==> config.mk <==
export PLATFORM = sky130hd
export DESIGN_NAME = edf_label_writer_flat
export DESIGN_NICKNAME = d
export VERILOG_FILES = /design/src/rtl/edf_label_writer_pkg.sv /design/src/rtl/edf_label_writer_if.sv /design/src/rtl/edf_label_writer_dl_table.sv /design/src/rtl/edf_label_writer.sv /design/src/flat_wrapper.sv
export SDC_FILE = /design/constraint.sdc
export NUM_CORES = 1
export LEC_CHECK = 0
export BUFFER_PORTS_ARGS = -buffer_cell sky130_fd_sc_hd__buf_2
export CAP_MARGIN = 20
export CORE_MARGIN = 10
export CORE_UTILIZATION = 50
export DETAILED_ROUTE_END_ITERATION = 10
export PLACE_DENSITY = 0.81
export SLEW_MARGIN = 20
export SYNTH_ARGS = -nofsm -noshare
export SYNTH_HDL_FRONTEND = slang
export SYNTH_HIERARCHICAL = 1
export SYNTH_SLANG_ARGS = --single-unit
==> constraint.sdc <==
create_clock -name clk -period 2.6 [get_ports clk]
set_clock_uncertainty 0.15 [all_clocks]
set_input_delay 0.39 -clock clk [delete_from_list [all_inputs] [get_ports clk]]
set_output_delay 0.39 -clock clk [all_outputs]
set_load 0.005 [all_outputs]
==> src/rtl/edf_label_writer_pkg.sv <==
// Shared widths, types and the EDF label helper for the label writer.
package edf_label_pkg;

  localparam int LABEL_W   = 8;
  localparam int DATA_W    = 8;
  localparam int FLOW_W    = 2;
  localparam int NUM_FLOWS = 1 << FLOW_W;
  localparam int CNT_W     = 16;

  typedef logic [LABEL_W-1:0] label_t;
  typedef logic [DATA_W-1:0]  data_t;
  typedef logic [FLOW_W-1:0]  flow_t;

  // Packing matches the FIFO din port: label in the upper bits, data below.
  typedef struct packed {
    label_t label;
    data_t  data;
  } fifo_entry_t;

  // Absolute deadline; wraps modulo 2**LABEL_W, never saturates.
  function automatic label_t edf_label(input label_t t, input label_t dl);
    return t + dl;
  endfunction

endpackage

==> src/rtl/edf_label_writer_if.sv <==
// Ingress, config and FIFO write-side signals of the label writer.
interface edf_label_writer_if;
  import edf_label_pkg::*;

  logic                in_valid;
  logic                in_ready;
  flow_t               in_flow;
  data_t               in_data;
  logic                cfg_we;
  flow_t               cfg_flow;
  label_t              cfg_dl;
  logic                fifo_full;
  logic                we;
  fifo_entry_t         din;
  label_t              now;
  logic [CNT_W-1:0]    push_cnt;

  // Label writer side.
  modport slave (
    input  in_valid, in_flow, in_data, cfg_we, cfg_flow, cfg_dl, fifo_full,
    output in_ready, we, din, now, push_cnt
  );

  // Traffic source / FIFO side.
  modport master (
    output in_valid, in_flow, in_data, cfg_we, cfg_flow, cfg_dl, fifo_full,
    input  in_ready, we, din, now, push_cnt
  );

endinterface

==> src/rtl/edf_label_writer_dl_table.sv <==
// Per-flow relative deadline register file: one cfg write port, one async read.
module edf_dl_table
  import edf_label_pkg::*;
#(
  parameter label_t DEFAULT_DL = label_t'(16)
) (
  input  logic   clk,
  input  logic   rst,
  input  logic   we_i,
  input  flow_t  waddr_i,
  input  label_t wdata_i,
  input  flow_t  raddr_i,
  output label_t rdata_o
);

  label_t [NUM_FLOWS-1:0] tbl_q;

  // Entries reload the default deadline on reset; cfg writes land at the edge,
  // so a same-edge reader still sees the old value.
  always_ff @(posedge clk or posedge rst) begin
    if (rst) begin
      for (int i = 0; i < NUM_FLOWS; i++) tbl_q[i] <= DEFAULT_DL;
    end else if (we_i) begin
      tbl_q[waddr_i] <= wdata_i;
    end
  end

  assign rdata_o = tbl_q[raddr_i];

endmodule

==> src/rtl/edf_label_writer.sv <==
// EDF label writer: stamps each payload with arrival time + per-flow deadline
// and pushes {label,data} into the priority FIFO through a 2-stage pipeline.
module edf_label_writer
  import edf_label_pkg::*;
#(
  parameter int unsigned DEFAULT_DL = 16,
  parameter int unsigned TICK_DIV   = 1
) (
  input logic               clk,
  input logic               rst,
  edf_label_writer_if.slave bus
);

  localparam int DIV_W = (TICK_DIV > 1) ? $clog2(TICK_DIV) : 1;

  // Time base
  logic [DIV_W-1:0] div_q, div_d;
  label_t           now_q, now_d;
  logic             tick;

  // Stage 1: captured arrival time and looked-up relative deadline
  logic        s1_full_q, s1_full_d;
  data_t       s1_data_q, s1_data_d;
  label_t      s1_time_q, s1_time_d;
  label_t      s1_dl_q,   s1_dl_d;

  // Stage 2: finished FIFO entry
  logic        s2_full_q, s2_full_d;
  fifo_entry_t s2_entry_q, s2_entry_d;

  logic [CNT_W-1:0] push_cnt_q, push_cnt_d;

  logic   s2_moves, s1_moves, s1_open, accept, we_int;
  label_t tbl_dl;

  edf_dl_table #(
    .DEFAULT_DL(label_t'(DEFAULT_DL))
  ) u_dl_table (
    .clk     (clk),
    .rst     (rst),
    .we_i    (bus.cfg_we),
    .waddr_i (bus.cfg_flow),
    .wdata_i (bus.cfg_dl),
    .raddr_i (bus.in_flow),
    .rdata_o (tbl_dl)
  );

  // Handshake: a stage opens when it is empty or its content leaves this edge.
  always_comb begin
    s2_moves = s2_full_q && !bus.fifo_full;
    s1_moves = !s2_full_q || s2_moves;
    s1_open  = !s1_full_q || s1_moves;
    accept   = bus.in_valid && s1_open && !rst;
    we_int   = s2_full_q && !bus.fifo_full;
  end

  // Next state: time base, pipeline advance and push counter.
  always_comb begin
    tick       = (div_q == DIV_W'(TICK_DIV - 1));
    div_d      = tick ? '0 : div_q + 1'b1;
    now_d      = tick ? now_q + 1'b1 : now_q;

    s1_full_d  = s1_full_q;
    s1_data_d  = s1_data_q;
    s1_time_d  = s1_time_q;
    s1_dl_d    = s1_dl_q;
    if (s1_open) begin
      s1_full_d = accept;
      if (accept) begin
        s1_data_d = bus.in_data;
        s1_time_d = now_q;
        s1_dl_d   = tbl_dl;
      end
    end

    s2_full_d  = s2_full_q;
    s2_entry_d = s2_entry_q;
    if (s1_moves) begin
      s2_full_d = s1_full_q;
      if (s1_full_q) begin
        s2_entry_d.label = edf_label(s1_time_q, s1_dl_q);
        s2_entry_d.data  = s1_data_q;
      end
    end

    push_cnt_d = push_cnt_q + CNT_W'(we_int);
  end

  // State registers; reset drops everything in flight.
  always_ff @(posedge clk or posedge rst) begin
    if (rst) begin
      div_q      <= '0;
      now_q      <= '0;
      s1_full_q  <= 1'b0;
      s1_data_q  <= '0;
      s1_time_q  <= '0;
      s1_dl_q    <= '0;
      s2_full_q  <= 1'b0;
      s2_entry_q <= '0;
      push_cnt_q <= '0;
    end else begin
      div_q      <= div_d;
      now_q      <= now_d;
      s1_full_q  <= s1_full_d;
      s1_data_q  <= s1_data_d;
      s1_time_q  <= s1_time_d;
      s1_dl_q    <= s1_dl_d;
      s2_full_q  <= s2_full_d;
      s2_entry_q <= s2_entry_d;
      push_cnt_q <= push_cnt_d;
    end
  end

  assign bus.in_ready = s1_open && !rst;
  assign bus.we       = we_int;
  assign bus.din      = s2_entry_q;
  assign bus.now      = now_q;
  assign bus.push_cnt = push_cnt_q;

endmodule
==> src/flat_wrapper.sv <==
// flat-port wrapper written by rule: the top's interface ports become plain ports
module edf_label_writer_flat import edf_label_pkg::*;
#(
  parameter int unsigned DEFAULT_DL = 16,
  parameter int unsigned TICK_DIV   = 1
)
  (clk, rst, bus_in_valid, bus_in_flow, bus_in_data, bus_cfg_we, bus_cfg_flow, bus_cfg_dl, bus_fifo_full, bus_in_ready, bus_we, bus_din, bus_now, bus_push_cnt);
  edf_label_writer_if bus_i ();
  input logic clk;
  input logic rst;
  input wire logic [$bits(bus_i.in_valid)-1:0] bus_in_valid;
  input wire logic [$bits(bus_i.in_flow)-1:0] bus_in_flow;
  input wire logic [$bits(bus_i.in_data)-1:0] bus_in_data;
  input wire logic [$bits(bus_i.cfg_we)-1:0] bus_cfg_we;
  input wire logic [$bits(bus_i.cfg_flow)-1:0] bus_cfg_flow;
  input wire logic [$bits(bus_i.cfg_dl)-1:0] bus_cfg_dl;
  input wire logic [$bits(bus_i.fifo_full)-1:0] bus_fifo_full;
  output wire logic [$bits(bus_i.in_ready)-1:0] bus_in_ready;
  output wire logic [$bits(bus_i.we)-1:0] bus_we;
  output wire logic [$bits(bus_i.din)-1:0] bus_din;
  output wire logic [$bits(bus_i.now)-1:0] bus_now;
  output wire logic [$bits(bus_i.push_cnt)-1:0] bus_push_cnt;
  assign bus_i.in_valid = bus_in_valid;
  assign bus_i.in_flow = bus_in_flow;
  assign bus_i.in_data = bus_in_data;
  assign bus_i.cfg_we = bus_cfg_we;
  assign bus_i.cfg_flow = bus_cfg_flow;
  assign bus_i.cfg_dl = bus_cfg_dl;
  assign bus_i.fifo_full = bus_fifo_full;
  assign bus_in_ready = bus_i.in_ready;
  assign bus_we = bus_i.we;
  assign bus_din = bus_i.din;
  assign bus_now = bus_i.now;
  assign bus_push_cnt = bus_i.push_cnt;
  edf_label_writer #(.DEFAULT_DL(DEFAULT_DL), .TICK_DIV(TICK_DIV)) u_core (.clk(clk), .rst(rst), .bus(bus_i));
endmodule
==> results.md, run 1 <==
- Run status: complete, no violations
- # H-tree levels: 3
- Routed wire length per instance: about 17 um
- Critical path fanouts, max: 27
- Syn-to-layout area delta: 15.5%
- CTS buffer count: 9
- Post-CTS sizing: 0
- Worst skew pair latency: around 370 ps
- Post-route worst setup slack: 555 ps
- GRT Total Usage: 0.137
- Clock Path Buffers: 2
- Met2 GRT Util: 0.213
- Pwr per Cell Area: 799 mW/mm^2
- Most used routing layer: met2
- Residual DRC count: 0
- Placed wire-length estimate: 6.23 mm
- Worst path buffer plus inverter count: 2
- Antenna violations before repair: 0
- Clock Pin Slew Worst Setup and Hold Paths: roughly 100 ps
- Max Freq: 489 MHz
- P_leak: 0.00233 uW
- Unrepaired setup endpoints after global routing: no
- Final slew viol count: 0
- Max Cap Viol: 0
- Hold/Removal Path Class: in2reg
- Synth top area share: 0.545
- Synth Cell Area: 0.00432 sq mm
- Final hold slack: about 100 ps
- Yosys cell types: 44
- TritonCTS clock tree: done
- Antenna diode count: 0
- Layout cells sized above 1: 0.436
- 1st-pass router iterations: 4
- Slew headroom: 0.575
- Row count: 33
- First-pass GRT wire length: 14.2 mm
- Post-place setup slack: 603 ps
- Syn nets: between 300 and 400
- CP Class: in2reg
- Final setup fails: 0
- CP Launch Type: input port
- Placer's final routability congestion estimate: 0.767
- Hold Fails Final Rpt: 0
- CP cell instances: dlygate4sd3_1 -> buf_2 -> a31oi_1 -> nand2_2 -> mux2_2
- Avg Inst Size Synth: 13.9 sq um
- Final instance area: 0.00498 sq mm
- Post-synth EDFFs: 0
- Worst EP arrival: 2150 ps
- Crit path time final: ~2000 ps
- Post-DP Area: 0.00477 sq mm
- Synth warn: 6
- Prevailing post-synth register cell: dfrtp_1
- Tightest Pin Transition: roughly 630 ps
- Nets: 419
- Post-Route WL: 8.40 mm
- Sum Neg Setup Slack: 0 ps
- FF+latch count, synth: roughly 100
- Die X: 113 um
- Crit share post-route: 0.787
- Post-synthesis sequential area ratio: 0.569
- Root Driver: clkbuf_8
- Number of clock sinks: 98
- Vias: 2623
- Largest net degree at the start of global routing: 40
- Die height: 113 um
- Antenna-violating nets left: 0
- Core area: 0.00830 sq mm
- CP max-delay cell: dlygate4sd3_1
- Synth area leader: dfrtp_1
- Cells after Synth: slightly above 300
- Async SR Flop Fraction: 1.00
- CP endpoint kind: register
- Vias in the first global route: 2856
- GR Layer Usage met3: 0.0528
- Initial core utilization: 0.520
- Met1 usage: 0.174
- Cell family with most CP delay: buffers and inverters
- Top-Level Pins: 67
- Top post-synthesis cells by area: dfrtp_1 54%, mux2_2 16%, mux4_2 4.2%
- Initial DRC count: 79
- Gr ovfl total: 0
- Port Buf Inserts: 66
- Critical Path RT: 2700 ps
- Full die area: around 0.013 sq mm
- Via-to-Cell Ratio: around 5.3
- Crit-path max cell delay: 540 ps
- Peak VDD IR: 0.000432 V
## power by group
part / leakage (uW) / switching, uW / internal (uW) / total [uW]
clock: 0.0000881 / 542 / 449 / 991
sequential: 0.00117 / 201 / 1850 / 2050
combinational: 0.00107 / 429 / 510 / 939
## cell usage in the layout (no fill, tap or decap), types with 4 or more instances in the layout
master      instances
clkbuf_8            9
nand3_1            10
xor2_1             13
dfstp_2             4
buf_2              66
mux2_2             63
mux4_2              8
nand2_1            13
o21ai_0             8
clkinvlp_4          4
inv_1              12
xnor2_1            10
nor2_1              9
ha_1               10
dfrtp_1            94
nor3_1              7
## worst paths after layout
path,from,end,slack [ps],cells after the start
worst min-delay path,bus_in_data[7],u_core/s1_data_q[7],100,2
worst max-delay path,rst,u_core/s1_data_q[0],550,5
min in group asynchronous,rst,u_core/s1_time_q[7],520,3
max in group asynchronous,rst,u_core/bus.din[10],1170,4
worst max register to register,u_core/s1_time_q[0],u_core/bus.din[14],570,7
worst min register to register,u_core/bus.push_cnt[15],u_core/bus.push_cnt[15],330,1
## cells by family (layout without fill, tap and decap cells)
logic type / Yosys count / count (layout) / share of synthesized area
fa+ha+maj: 11 / 11 / 0.0336
xor+xnor: 23 / 23 / 0.0467
mux: 72 / 72 / 0.208
compound gates: 27 / 27 / 0.0417
buf+inv: 20 / 98 / 0.0188
flops: 98 / 98 / 0.569
simple gates: 59 / 59 / 0.0814
## through the flow
stage / utilization / cells / power, uW
final: 0.601 / 493 / 3980
after global routing: 0.601 / 493 / 4250
after CTS: 0.601 / 493 / 4030
after detailed placement: 0.575 / 476 / 3040
after global placement: 0.575 / 476 / 2970
after floorplan: - / 310 / 2660
## cell usage after synthesis, types with 2 or more instances
master,count
dfrtp_1,94
mux2_2,63
inv_1,13
nand2_1,13
xor2_1,13
ha_1,10
nand3_1,10
xnor2_1,10
nor2_1,9
mux4_2,8
o21ai_0,8
nor3_1,7
buf_2,5
dfstp_2,4
a211oi_1,3
a21o_1,3
a21oi_1,3
nand2b_1,3
nand3b_2,2
nand4_1,2
nor2b_1,2
nor3b_1,2
o21bai_1,2
## flip-flops by register name, summed over array words and instances (netlist names)
register                 flops
u_core/s1_time_q             8
u_core/u_dl_table/tbl_q     32
u_core/s1_dl_q               8
u_core/bus.push_cnt         16
u_core/s2_full_q             1
u_core/s1_data_q             8
u_core/bus.din              16
u_core/bus.now               8
u_core/s1_full_q             1
## routing by layer
metal	share of wire	wire [um]
met1	0.46	3840
met3	0.062	520
met4	0.011	91
met5	0	0
met2	0.47	3940
## what timing repair did
item	CTS	global route
buffers inserted	0	0
hold buffers	1	0
hold endpoints to repair	55	0
## area by class of cell
class | count | area (sq um)
fillers | 647 | 3310
flip-flops and latches | 98 | 2460
multi-input cells | 192 | 1780
repair buffers | 69 | 368
well taps | 105 | 131
clock buffers | 9 | 124
clock inverters | 7 | 77.6
inverters | 13 | 48.8
Note: power is estimated with default switching activity, not from simulation.
==> run 2, diff against run 1 <==
- PLACE_DENSITY: 0.81 -> 0.83
- clock period: 2.6 -> 1.7 ns (I/O delays scaled with it)
==> results.md, run 2 (synthesis results as in run 1) <==
- Antenna violations before repair: 0 (unchanged)
- Core area: 0.00830 sq mm (unchanged)
- TritonCTS clock tree: done
- Commonest non-fill, non-tap cells in the layout: 94 x dfrtp_1, 66 x buf_2, 63 x mux2_2, 20 x buf_4
- Peak VDD IR: 0.000557 V (+29%)
- Max Used Layer: met4
- Met3 Routed Length: 511 um (-1.7%)
- CP max-delay cell: dfrtp_1
- Hold Fails Final Rpt: 0 (unchanged)
- Initial DRC count: 107 (+35%)
- Critical Path RT: 1860 ps (-840 ps)
- Worst path buffer plus inverter count: 1 (-1)
- Run status: finished with violations
- 1st-pass router iterations: 4 (unchanged)
- # H-tree levels: 3 (unchanged)
- Final instance area: 0.00553 sq mm (+11%)
- Failing checks: setup timing
- Fillers: 572 (-12%)
- Met2 WL post-DR: 4.72 mm (+20%)
- CP cell instances: ha_4 -> inv_2 -> fa_2 -> nor2b_4 -> o31a_1 -> or4_1 -> nand3_1
- Clock Pin Slew Worst Setup and Hold Paths: 100 ps (about the same)
- CTS buffer count: 9 (unchanged)
- Die height: 113 um (unchanged)
- Critical path fanouts, max: 2 (-93%)
- Max Cap Viol: 0 (unchanged)
- P_leak: 0.00256 uW (+9.9%)
- Routed wire length per instance: 17.8 um (+4.7%)
- Residual DRC count: 0 (unchanged)
- GRT Total Usage: 0.141 (+0.00461)
- CP endpoint kind: register
- Placed wire-length estimate: 6.42 mm (+2.9%)
- Final slew viol count: 0 (unchanged)
- Tightest Pin Transition: 518 ps (-116 ps)
- Core Util, Final: 0.666 (+0.0656)
- Vias in the first global route: 3029 (+6.1%)
- Via-to-Cell Ratio: 5.47 (+2.9%)
- Syn-to-layout area delta: 28.1%
- Dpl cells: 495 (+4.0%)
- Pwr per Cell Area: 1230 mW/mm^2 (+54%)
- Port Buf Inserts: 66 (unchanged)
- Hold/Removal Path Class: in2reg
- Post-Route WL: 9.38 mm (+12%)
- Die X: 113 um (unchanged)
- First-pass GRT wire length: 14.8 mm (+4.0%)
- Final setup fails: 2 (+2)
- CP Capture Point: u_core/bus.din[14]
- Cell family with most CP delay: simple AND/OR/NAND/NOR gates
- Antenna-violating nets left: 0 (unchanged)
- R2R Path End: u_core/bus.din[14]
- R2r setup slk: -190 ps (-760 ps)
- Slew headroom: 0.654 (+0.0784)
- CP Launch Type: register
- Flip-flop count of the largest register after layout: 32 (unchanged)
- Layout cells sized above 1: 0.515 (+0.0799)
- Reg2reg start: u_core/s1_time_q[0]
- Finished Layout Cells: 526 (+6.7%)
- Stages on worst setup path: 7 (+2)
- Vias: 2879 (+9.8%)
- Post-DP Area: 0.00495 sq mm (+3.7%)
- Row count: 33 (unchanged)
- Tot Pwr: 6800 uW (+71%)
- Unrepaired setup endpoints after global routing: yes
- Initial core utilization: 0.520 (unchanged)
- Most common cell after layout, fill and taps aside: dfrtp_1
- Critical Path Start: u_core/s1_time_q[0]
- M1 WL: 3.95 mm (+2.8%)
- Crit path time final: 1890 ps
- Max Freq: ~530 MHz
- Worst EP arrival: 2060 ps (-90 ps)
- Largest net degree at the start of global routing: 38 (-5.0%)
- Nets: 452 (+7.9%)
- Gr ovfl total: 0 (unchanged)
- Full die area: 0.0127 sq mm (unchanged)
- CP Class: reg2reg
- Antenna diode count: 0 (unchanged)
- Post-route worst setup slack: -194 ps (-749 ps)
- Most flop-heavy register: u_core/u_dl_table/tbl_q
- Crit share post-route: 1.11
- Worst skew pair latency: 370 ps (about the same)
- Clock Path Buffers: 2 (unchanged)
- Worst R2R Path Depth: 7 (unchanged)
- Root Driver: clkbuf_8
- Sum Neg Setup Slack: -349 ps (-349 ps)
- Crit-path max cell delay: 430 ps (-110 ps)
- Top-Level Pins: 67 (unchanged)
- Placer's final routability congestion estimate: 0.800 (+4.4%)
- Number of clock sinks: 98 (unchanged)
==> run 2: worst reg2reg max path: stages, from the launching register on <==
cell     delay (ps)
dfrtp_1         430
ha_4            190
inv_2            50
fa_2            230
nor2b_4          50
o31a_1          260
or4_1           400
nand3_1          80
==> run 2: area by class of cell <==
type | count | area, sq um | share of cell area
well taps | 105 | 131 | 0.0238
inverters | 13 | 52.6 | 0.00950
clock inverters | 6 | 90.1 | 0.0163
repair buffers | 102 | 666 | 0.120
clock buffers | 10 | 138 | 0.0249
flip-flops and latches | 98 | 2460 | 0.444
multi-input cells | 192 | 1990 | 0.361
==> run 2: worst min path at each step <==
| stage | start | to | slack, ps | cells past startpoint |
|---|---|---|---|---|
| finish | bus_cfg_dl[5] | u_core/u_dl_table/tbl_q[21] | 10 | 2 |
| global route | bus_cfg_dl[5] | u_core/u_dl_table/tbl_q[21] | 9 | 2 |
| CTS | bus_cfg_dl[2] | u_core/u_dl_table/tbl_q[10] | 1 | 2 |
| detailed placement | rst | u_core/bus.now[0] | 200 | 2 |
| global placement | rst | u_core/s1_time_q[0] | 190 | 2 |
| floorplan | rst | u_core/u_dl_table/tbl_q[0] | 220 | 1 |
==> run 2: metal layers <==
layer | GRT usage | vias up
li1 | - | 1314
met1 | 0.168 | 1457
met2 | 0.239 | 88
met3 | 0.0349 | 20
met4 | 0.0584 | 0
met5 | 0 | -
==> run 2: report_power, final <==
group	total (uW)	switching, uW	internal (uW)
sequential	3180	353	2830
combinational	1910	838	1080
clock	1700	828	871
total	6800	2020	4780
==> run 2: per-stage QoR <==
stage / setup slack (ps) / hold slack [ps]
2_1_floorplan: -135 / 218
3_3_place_gp: -141 / 195
3_5_place_dp: -190 / 200
4_1_cts: -182 / 1.03
5_1_grt: -240 / 8.90
6_report: -194 / 9.85
==> run 2: what timing repair did <==
action	4_1_cts	5_1_grt
gates cloned	0	0
pin swaps	6	11
endpoints found under the hold margin	61	0
setup buffers	0	5
setup endpoints to repair	7	19
gates resized for setup	11	26
hold buffers	10	0
